===== config.mk =====
export PLATFORM = sky130hd
export DESIGN_NAME = imem_boot_ctrl
export DESIGN_NICKNAME = d
export VERILOG_FILES = /design/src/rtl/imem_boot_ctrl_pkg.sv /design/src/rtl/boot_word_asm.sv /design/src/rtl/imem_boot_ctrl.sv
export SDC_FILE = /design/constraint.sdc
export NUM_CORES = 1
export LEC_CHECK = 0
export CAP_MARGIN = 10
export CORE_MARGIN = 4
export CORE_UTILIZATION = 49
export DETAILED_ROUTE_END_ITERATION = 7
export GPL_ROUTABILITY_DRIVEN = 0
export PLACE_DENSITY = 0.8
export SLEW_MARGIN = 15
export SYNTH_ARGS = -nofsm -noshare
export SYNTH_HDL_FRONTEND = slang
export SYNTH_SLANG_ARGS = --single-unit

===== constraint.sdc =====
create_clock -name clk -period 4.87 [get_ports clk]
set_input_delay 0.974 -clock clk [delete_from_list [all_inputs] [get_ports clk]]
set_output_delay 0.974 -clock clk [all_outputs]
set_load 0.02 [all_outputs]

===== src/rtl/imem_boot_ctrl_pkg.sv =====
// Shared types and constants for the instruction-memory boot loader.
// The memory and the core import IMEM_W_DEFAULT so all three agree on the address width.
package imem_boot_ctrl_pkg;

  localparam int IMEM_W_DEFAULT = 13;
  localparam int BOOT_LEN_BYTES = 2;

  typedef enum logic [2:0] {
    IDLE,
    LEN0,
    LEN1,
    DATA,
    CHK,
    DONE,
    ERR
  } boot_state_e;

  // Number of 32-bit words the instruction memory can hold.
  function automatic int imem_capacity_words(input int imem_w);
    return 1 << (imem_w - 2);
  endfunction

endpackage


===== src/rtl/boot_word_asm.sv =====
// Assembles little-endian 32-bit words from a byte stream.
// Also keeps the mod-256 sum of every byte it has taken in.
module boot_word_asm (
  input  logic        clk,
  input  logic        rst,
  input  logic        clear,
  input  logic [7:0]  byte_in,
  input  logic        byte_en,
  output logic [31:0] word,
  output logic        word_valid,
  output logic [7:0]  sum
);

  logic [23:0] shift_q, shift_d;
  logic [1:0]  idx_q, idx_d;
  logic [7:0]  sum_q, sum_d;

  always_comb begin
    // NOTE: every variable gets a default first so no path can leave it unassigned and infer a latch.
    shift_d = shift_q;
    idx_d   = idx_q;
    sum_d   = sum_q;
    if (clear) begin
      shift_d = '0;
      idx_d   = '0;
      sum_d   = '0;
    end else if (byte_en) begin
      // Newest byte enters at the top, so after four bytes byte 0 sits in the LSBs.
      shift_d = {byte_in, shift_q[23:8]};
      idx_d   = idx_q + 2'd1;
      sum_d   = sum_q + byte_in;
    end
  end

  always_ff @(posedge clk) begin
    // NOTE: sequential state uses non-blocking assignments so every flop samples pre-edge values.
    if (rst) begin
      shift_q <= '0;
      idx_q   <= '0;
      sum_q   <= '0;
    end else begin
      shift_q <= shift_d;
      idx_q   <= idx_d;
      sum_q   <= sum_d;
    end
  end

  assign word       = {byte_in, shift_q};
  assign word_valid = byte_en && !clear && (idx_q == 2'd3);
  assign sum        = sum_q;

endmodule


===== src/rtl/imem_boot_ctrl.sv =====
// Boot-load sequencer: takes a length-prefixed, checksummed byte stream, writes the words
// into instruction memory and releases the CPU reset only after a clean load.
module imem_boot_ctrl
  import imem_boot_ctrl_pkg::*;
#(
  parameter int IMEM_W = IMEM_W_DEFAULT
) (
  input  logic              clk,
  input  logic              rst,
  input  logic              start,
  input  logic              rx_valid,
  input  logic [7:0]        rx_data,
  output logic              rx_ready,
  output logic              we,
  output logic [IMEM_W-1:0] waddr,
  output logic [31:0]       wdata,
  output logic              cpu_rst,
  output logic              busy,
  output logic              done,
  output logic              err,
  output logic [IMEM_W-2:0] word_cnt
);

  localparam int CNT_W = IMEM_W - 1;
  localparam int LEN_W = 8 * BOOT_LEN_BYTES;
  localparam logic [LEN_W:0] CAPACITY = (LEN_W + 1)'(imem_capacity_words(IMEM_W));

  boot_state_e       state_q, state_d;
  logic [7:0]        len_lo_q, len_lo_d;
  logic [LEN_W-1:0]  n_q, n_d;
  logic [CNT_W-1:0]  word_cnt_q, word_cnt_d;
  logic              we_q, we_d;
  logic [IMEM_W-1:0] waddr_q, waddr_d;
  logic [31:0]       wdata_q, wdata_d;

  logic              accept;
  logic              start_ok;
  logic [LEN_W-1:0]  len_full;
  logic              last_word;
  logic              byte_en;
  logic [31:0]       asm_word;
  logic              asm_word_valid;
  logic [7:0]        asm_sum;

  assign accept    = rx_valid && rx_ready;
  assign start_ok  = start && (state_q inside {IDLE, DONE, ERR});
  assign len_full  = {rx_data, len_lo_q};
  assign last_word = (32'(word_cnt_q) + 32'd1) == 32'(n_q);
  assign byte_en   = accept && (state_q == DATA);

  boot_word_asm u_word_asm (
    .clk       (clk),
    .rst       (rst),
    .clear     (start_ok),
    .byte_in   (rx_data),
    .byte_en   (byte_en),
    .word      (asm_word),
    .word_valid(asm_word_valid),
    .sum       (asm_sum)
  );

  always_ff @(posedge clk) begin
    if (rst) state_q <= IDLE;
    else     state_q <= state_d;
  end

  always_comb begin
    state_d = state_q;
    case (state_q)
      IDLE, DONE, ERR: if (start_ok) state_d = LEN0;
      LEN0: if (accept) state_d = LEN1;
      LEN1: begin
        if (accept) begin
          if ({1'b0, len_full} > CAPACITY) state_d = ERR;
          else if (len_full == '0)         state_d = CHK;
          else                             state_d = DATA;
        end
      end
      DATA: if (asm_word_valid && last_word) state_d = CHK;
      CHK:  if (accept) state_d = (rx_data == asm_sum) ? DONE : ERR;
      default: state_d = IDLE;
    endcase
  end

  always_comb begin
    rx_ready = state_q inside {LEN0, LEN1, DATA, CHK};
    busy     = state_q inside {LEN0, LEN1, DATA, CHK};
    done     = (state_q == DONE);
    err      = (state_q == ERR);
    cpu_rst  = (state_q != DONE);
  end

  always_comb begin
    len_lo_d   = len_lo_q;
    n_d        = n_q;
    word_cnt_d = word_cnt_q;
    we_d       = 1'b0;
    waddr_d    = waddr_q;
    wdata_d    = wdata_q;
    if (start_ok) begin
      word_cnt_d = '0;
      n_d        = '0;
    end
    if (accept && state_q == LEN0) len_lo_d = rx_data;
    if (accept && state_q == LEN1) n_d = len_full;
    // The write is registered so we, waddr and wdata all appear together one cycle later.
    if (asm_word_valid) begin
      we_d       = 1'b1;
      waddr_d    = {word_cnt_q[IMEM_W-3:0], 2'b00};
      wdata_d    = asm_word;
      word_cnt_d = word_cnt_q + CNT_W'(1);
    end
  end

  always_ff @(posedge clk) begin
    if (rst) begin
      len_lo_q   <= '0;
      n_q        <= '0;
      word_cnt_q <= '0;
      we_q       <= 1'b0;
      waddr_q    <= '0;
      wdata_q    <= '0;
    end else begin
      len_lo_q   <= len_lo_d;
      n_q        <= n_d;
      word_cnt_q <= word_cnt_d;
      we_q       <= we_d;
      waddr_q    <= waddr_d;
      wdata_q    <= wdata_d;
    end
  end

  assign we       = we_q;
  assign waddr    = waddr_q;
  assign wdata    = wdata_q;
  assign word_cnt = word_cnt_q;

endmodule


==> reports/results.txt <==
The run finished with clean final reports. The analysis attributes to cell leakage a power of 2.168 nW. The residual overflow from global routing was 0.

The number of vias per cell was 5.542; the number of sinks on the clock net was 117. Sequential cells were found to cover 46.64% of the synthesized design area. The final clock period utilization by the worst path is 64.17%, and the count of port buffers added during placement is 72. The tools report the cell area after synthesis as 5022 sq um. The worst setup path is captured at a primary output. By count the netlist is led by sky130_fd_sc_hd__nand2_1, sky130_fd_sc_hd__dfxtp_1, sky130_fd_sc_hd__a21oi_1, sky130_fd_sc_hd__nor2_1, sky130_fd_sc_hd__xnor2_1.

Counting distinct cell types in the post-synthesis netlist gives 50. Based on the critical path, the design can be clocked at up to 320.0 MHz. The clock reaches the later pin of the worst-skew pair after 0.51 ns.

The final critical path time including I/O delays and setup was 3.125 ns; the average instance area after synthesis was 7.972 sq um. For the area of the multi-input gates, the log shows 2427 sq um. The primary flip-flop cell chosen by synthesis mapping was sky130_fd_sc_hd__dfxtp_1. Counting the fill cells in the layout gives 756. The area growth from synthesis to layout is 27.30%. Synthesis produced 630 cells.

The routed wirelength normalized by instance count works out to 14.87 um. The number of synthesis warnings came out at 0. The maximum clock skew at final layout was 0.007186 ns.

The number of buffers on the longest clock path was 2. The area fraction of the dominant cell type after synthesis is 46.64%. The logs give 11930 sq um for the area enclosed by the die boundary and 3.90 ns for the required time at the worst-slack endpoint. The die is 109.2 um wide. The maximum fanout encountered on the critical timing path was 9; the initial antenna violation count was 0. For the final instance count without filler cells, the log shows 828. The biggest area contributor in the post-synthesis netlist is sky130_fd_sc_hd__dfxtp_1. The critical setup path kind was reg -> out.

The number of enable flip-flop cells after synthesis came out at 0. The final antenna diode count came out at 0. The buffer count from post-CTS setup fixing came out at 0. In this run the remaining antenna-violating nets after routing total 0.

The top-level port count came out at 75. Measured against its own limit, the worst slew margin works out to 37.13%. The final layout net count was 704; the number of global-route vias before repair was 4380. After floorplanning, the core was sized to cover 9864 sq um. In this run the worst hold path is classified as reg -> reg. For this block, the initial DRC count from the detailed router was 334. The first-pass GRT wire length was 20640 um.

The final-report hold violation count is 0. IR analysis of the VDD net gives a maximum drop of 0.3710 mV. The actual slew at the worst max-slew pin is 0.9358 ns. The logs give 0 for the number of remaining DRC errors and 5 for the count of TritonRoute iterations in the first routing pass.

The root buffer cell chosen for the clock tree is sky130_fd_sc_hd__clkbuf_8. For this configuration, the core starts out at a cell density of 50.91%. The category of the worst setup path launch point was a flop.

The overall routed net length came out at 12310 um. By area the synthesized netlist is led by sky130_fd_sc_hd__dfxtp_1, sky130_fd_sc_hd__nand2_1, sky130_fd_sc_hd__a21oi_1. The cell count after placement was 796. The setup TNS is 0 ns. After legalization and detailed placement, the total HPWL measured 7916 um. Buffers inserted during clock tree synthesis total 17. In the final layout, the share of cells above drive strength 1 is 6.906%.

Setup violations remaining at the end of the flow were counted as 0. The most common cell in the synthesized netlist is sky130_fd_sc_hd__nand2_1. Entering global routing, the biggest net connects 73 pins.

In this run the power density over the cells is 427.5 nW/um^2. Setup repair after global routing left no endpoint under its margin. TritonCTS built the clock tree.

The global routing usage summed across all routing layers is 21.65%, and the CTS clock-pin slew for the worst setup and hold paths is 0.06 ns. Measured along the y axis, the die boundary spans 109.2 um. For the count of standard-cell rows, the log shows 36. The final number of max-transition violations was 0; the post-synthesis register bit count was 117.

Max-cap violations in this run came to 0. Of all flip-flops after synthesis, the portion carrying an async set or reset was 0%. In this run, post-CTS hold repair placed 0 buffers. Data arrival at the endpoint of the critical path: 2.15 ns. The H-tree generated during clock tree synthesis spans 4 levels.

The routed layout has 4589 vias. The area used by sequential logic in the layout is 2342 sq um, and the post-cts repair resize count is 0.
-- state kept, by name, indices dropped and copies added, names as in the netlist --
register            flops
len_lo_q                8
n_q                    16
state_q                 3
u_word_asm.idx_q        2
u_word_asm.shift_q     24
u_word_asm.sum          8
waddr                  11
wdata                  32
we                      1
word_cnt               12
-- cells in the final DEF, fill, tap and decap left out, types with 4 or more instances in the layout --
cell,n
sky130_fd_sc_hd__nand2_1,172
sky130_fd_sc_hd__dfxtp_1,117
sky130_fd_sc_hd__a21oi_1,91
sky130_fd_sc_hd__clkdlybuf4s50_1,71
sky130_fd_sc_hd__nor2_1,39
sky130_fd_sc_hd__xnor2_1,22
sky130_fd_sc_hd__a22oi_1,16
sky130_fd_sc_hd__clkbuf_16,16
sky130_fd_sc_hd__inv_1,12
sky130_fd_sc_hd__xor2_1,12
sky130_fd_sc_hd__nor3_1,12
sky130_fd_sc_hd__o21ai_0,10
sky130_fd_sc_hd__nand3_1,10
sky130_fd_sc_hd__ha_1,9
sky130_fd_sc_hd__inv_6,7
sky130_fd_sc_hd__or3_1,6
sky130_fd_sc_hd__buf_4,6
sky130_fd_sc_hd__nor4_1,5
sky130_fd_sc_hd__bufinv_16,5
sky130_fd_sc_hd__nor2b_1,4
sky130_fd_sc_hd__nand4_1,4
-- per-layer routing --
metal  vias up  share of wire [%]  global-route usage, %
li1       2223                  -                      -
met1      2175                 43                  27.67
met2       166                 49                  36.05
met3        25                6.0                  5.092
met4         0                1.6                  7.213
met5         -                  0                      0
-- cells by family after synthesis --
logic type	after synthesis	synth area share, %
AO/OA/AOI/OAI	137	15.60
XOR/XNOR	34	5.929
adder cells (fa/ha/maj)	10	2.641
buffers and inverters	58	5.207
flip-flops	117	46.64
multiplexers	1	0.1993
other	1	0.07467
AND/OR/NAND/NOR	272	23.72
-- metrics by stage --
stage | instance area [sq um] | utilization [%] | total power (W) | worst slack, ns | hold slack, ns
5_1_grt | 6394 | 64.81 | 0.002823 | 1.601 | 0.4668
3_5_place_dp | 5742 | 58.21 | 0.001373 | 1.475 | 0.4466
2_1_floorplan | 5026 | - | 0.001295 | 2.384 | 0.4321
6_report | 6394 | 64.81 | 0.002733 | 1.745 | 0.4523
3_3_place_gp | 5742 | 58.21 | 0.001364 | 1.542 | 0.4412
4_1_cts | 6394 | 64.81 | 0.002729 | 1.771 | 0.4562
-- final timing paths --
path                    from         end  slack, ns  depth (start not counted)
setup reg to reg  state_q[1]  state_q[1]       2.39                          7
setup / recovery  state_q[0]        done       1.75                          5
hold reg to reg    waddr[12]   waddr[12]       0.45                          2
hold / removal     waddr[12]   waddr[12]       0.45                          2
-- cell type report --
type                       instances  area share, %
clock buffer                      17          6.477
clock inverter                    15          3.718
inverter                          12         0.7045
multi-input combinational        456          37.96
sequential                       117          36.63
tap                              133          2.603
timing repair buffer              78          11.90
-- power by group --
group	total, W	switching [W]	leakage [nW]	internal [W]
Clock	0.00137	0.000474	0.319	0.000896
Sequential	0.00102	0.0000367	0.943	0.000986
Combinational	0.000341	0.000221	0.905	0.000119
-- worst max-delay path, stage by stage, from the launching register on --
cell and delay (ns):
sky130_fd_sc_hd__dfxtp_1 0.49, sky130_fd_sc_hd__inv_1 0.18, sky130_fd_sc_hd__nor2_1 0.20, sky130_fd_sc_hd__nand2_1 0.10
sky130_fd_sc_hd__inv_1 0.08, sky130_fd_sc_hd__clkdlybuf4s50_1 0.60
Note: power is estimated with default switching activity, not from simulation.
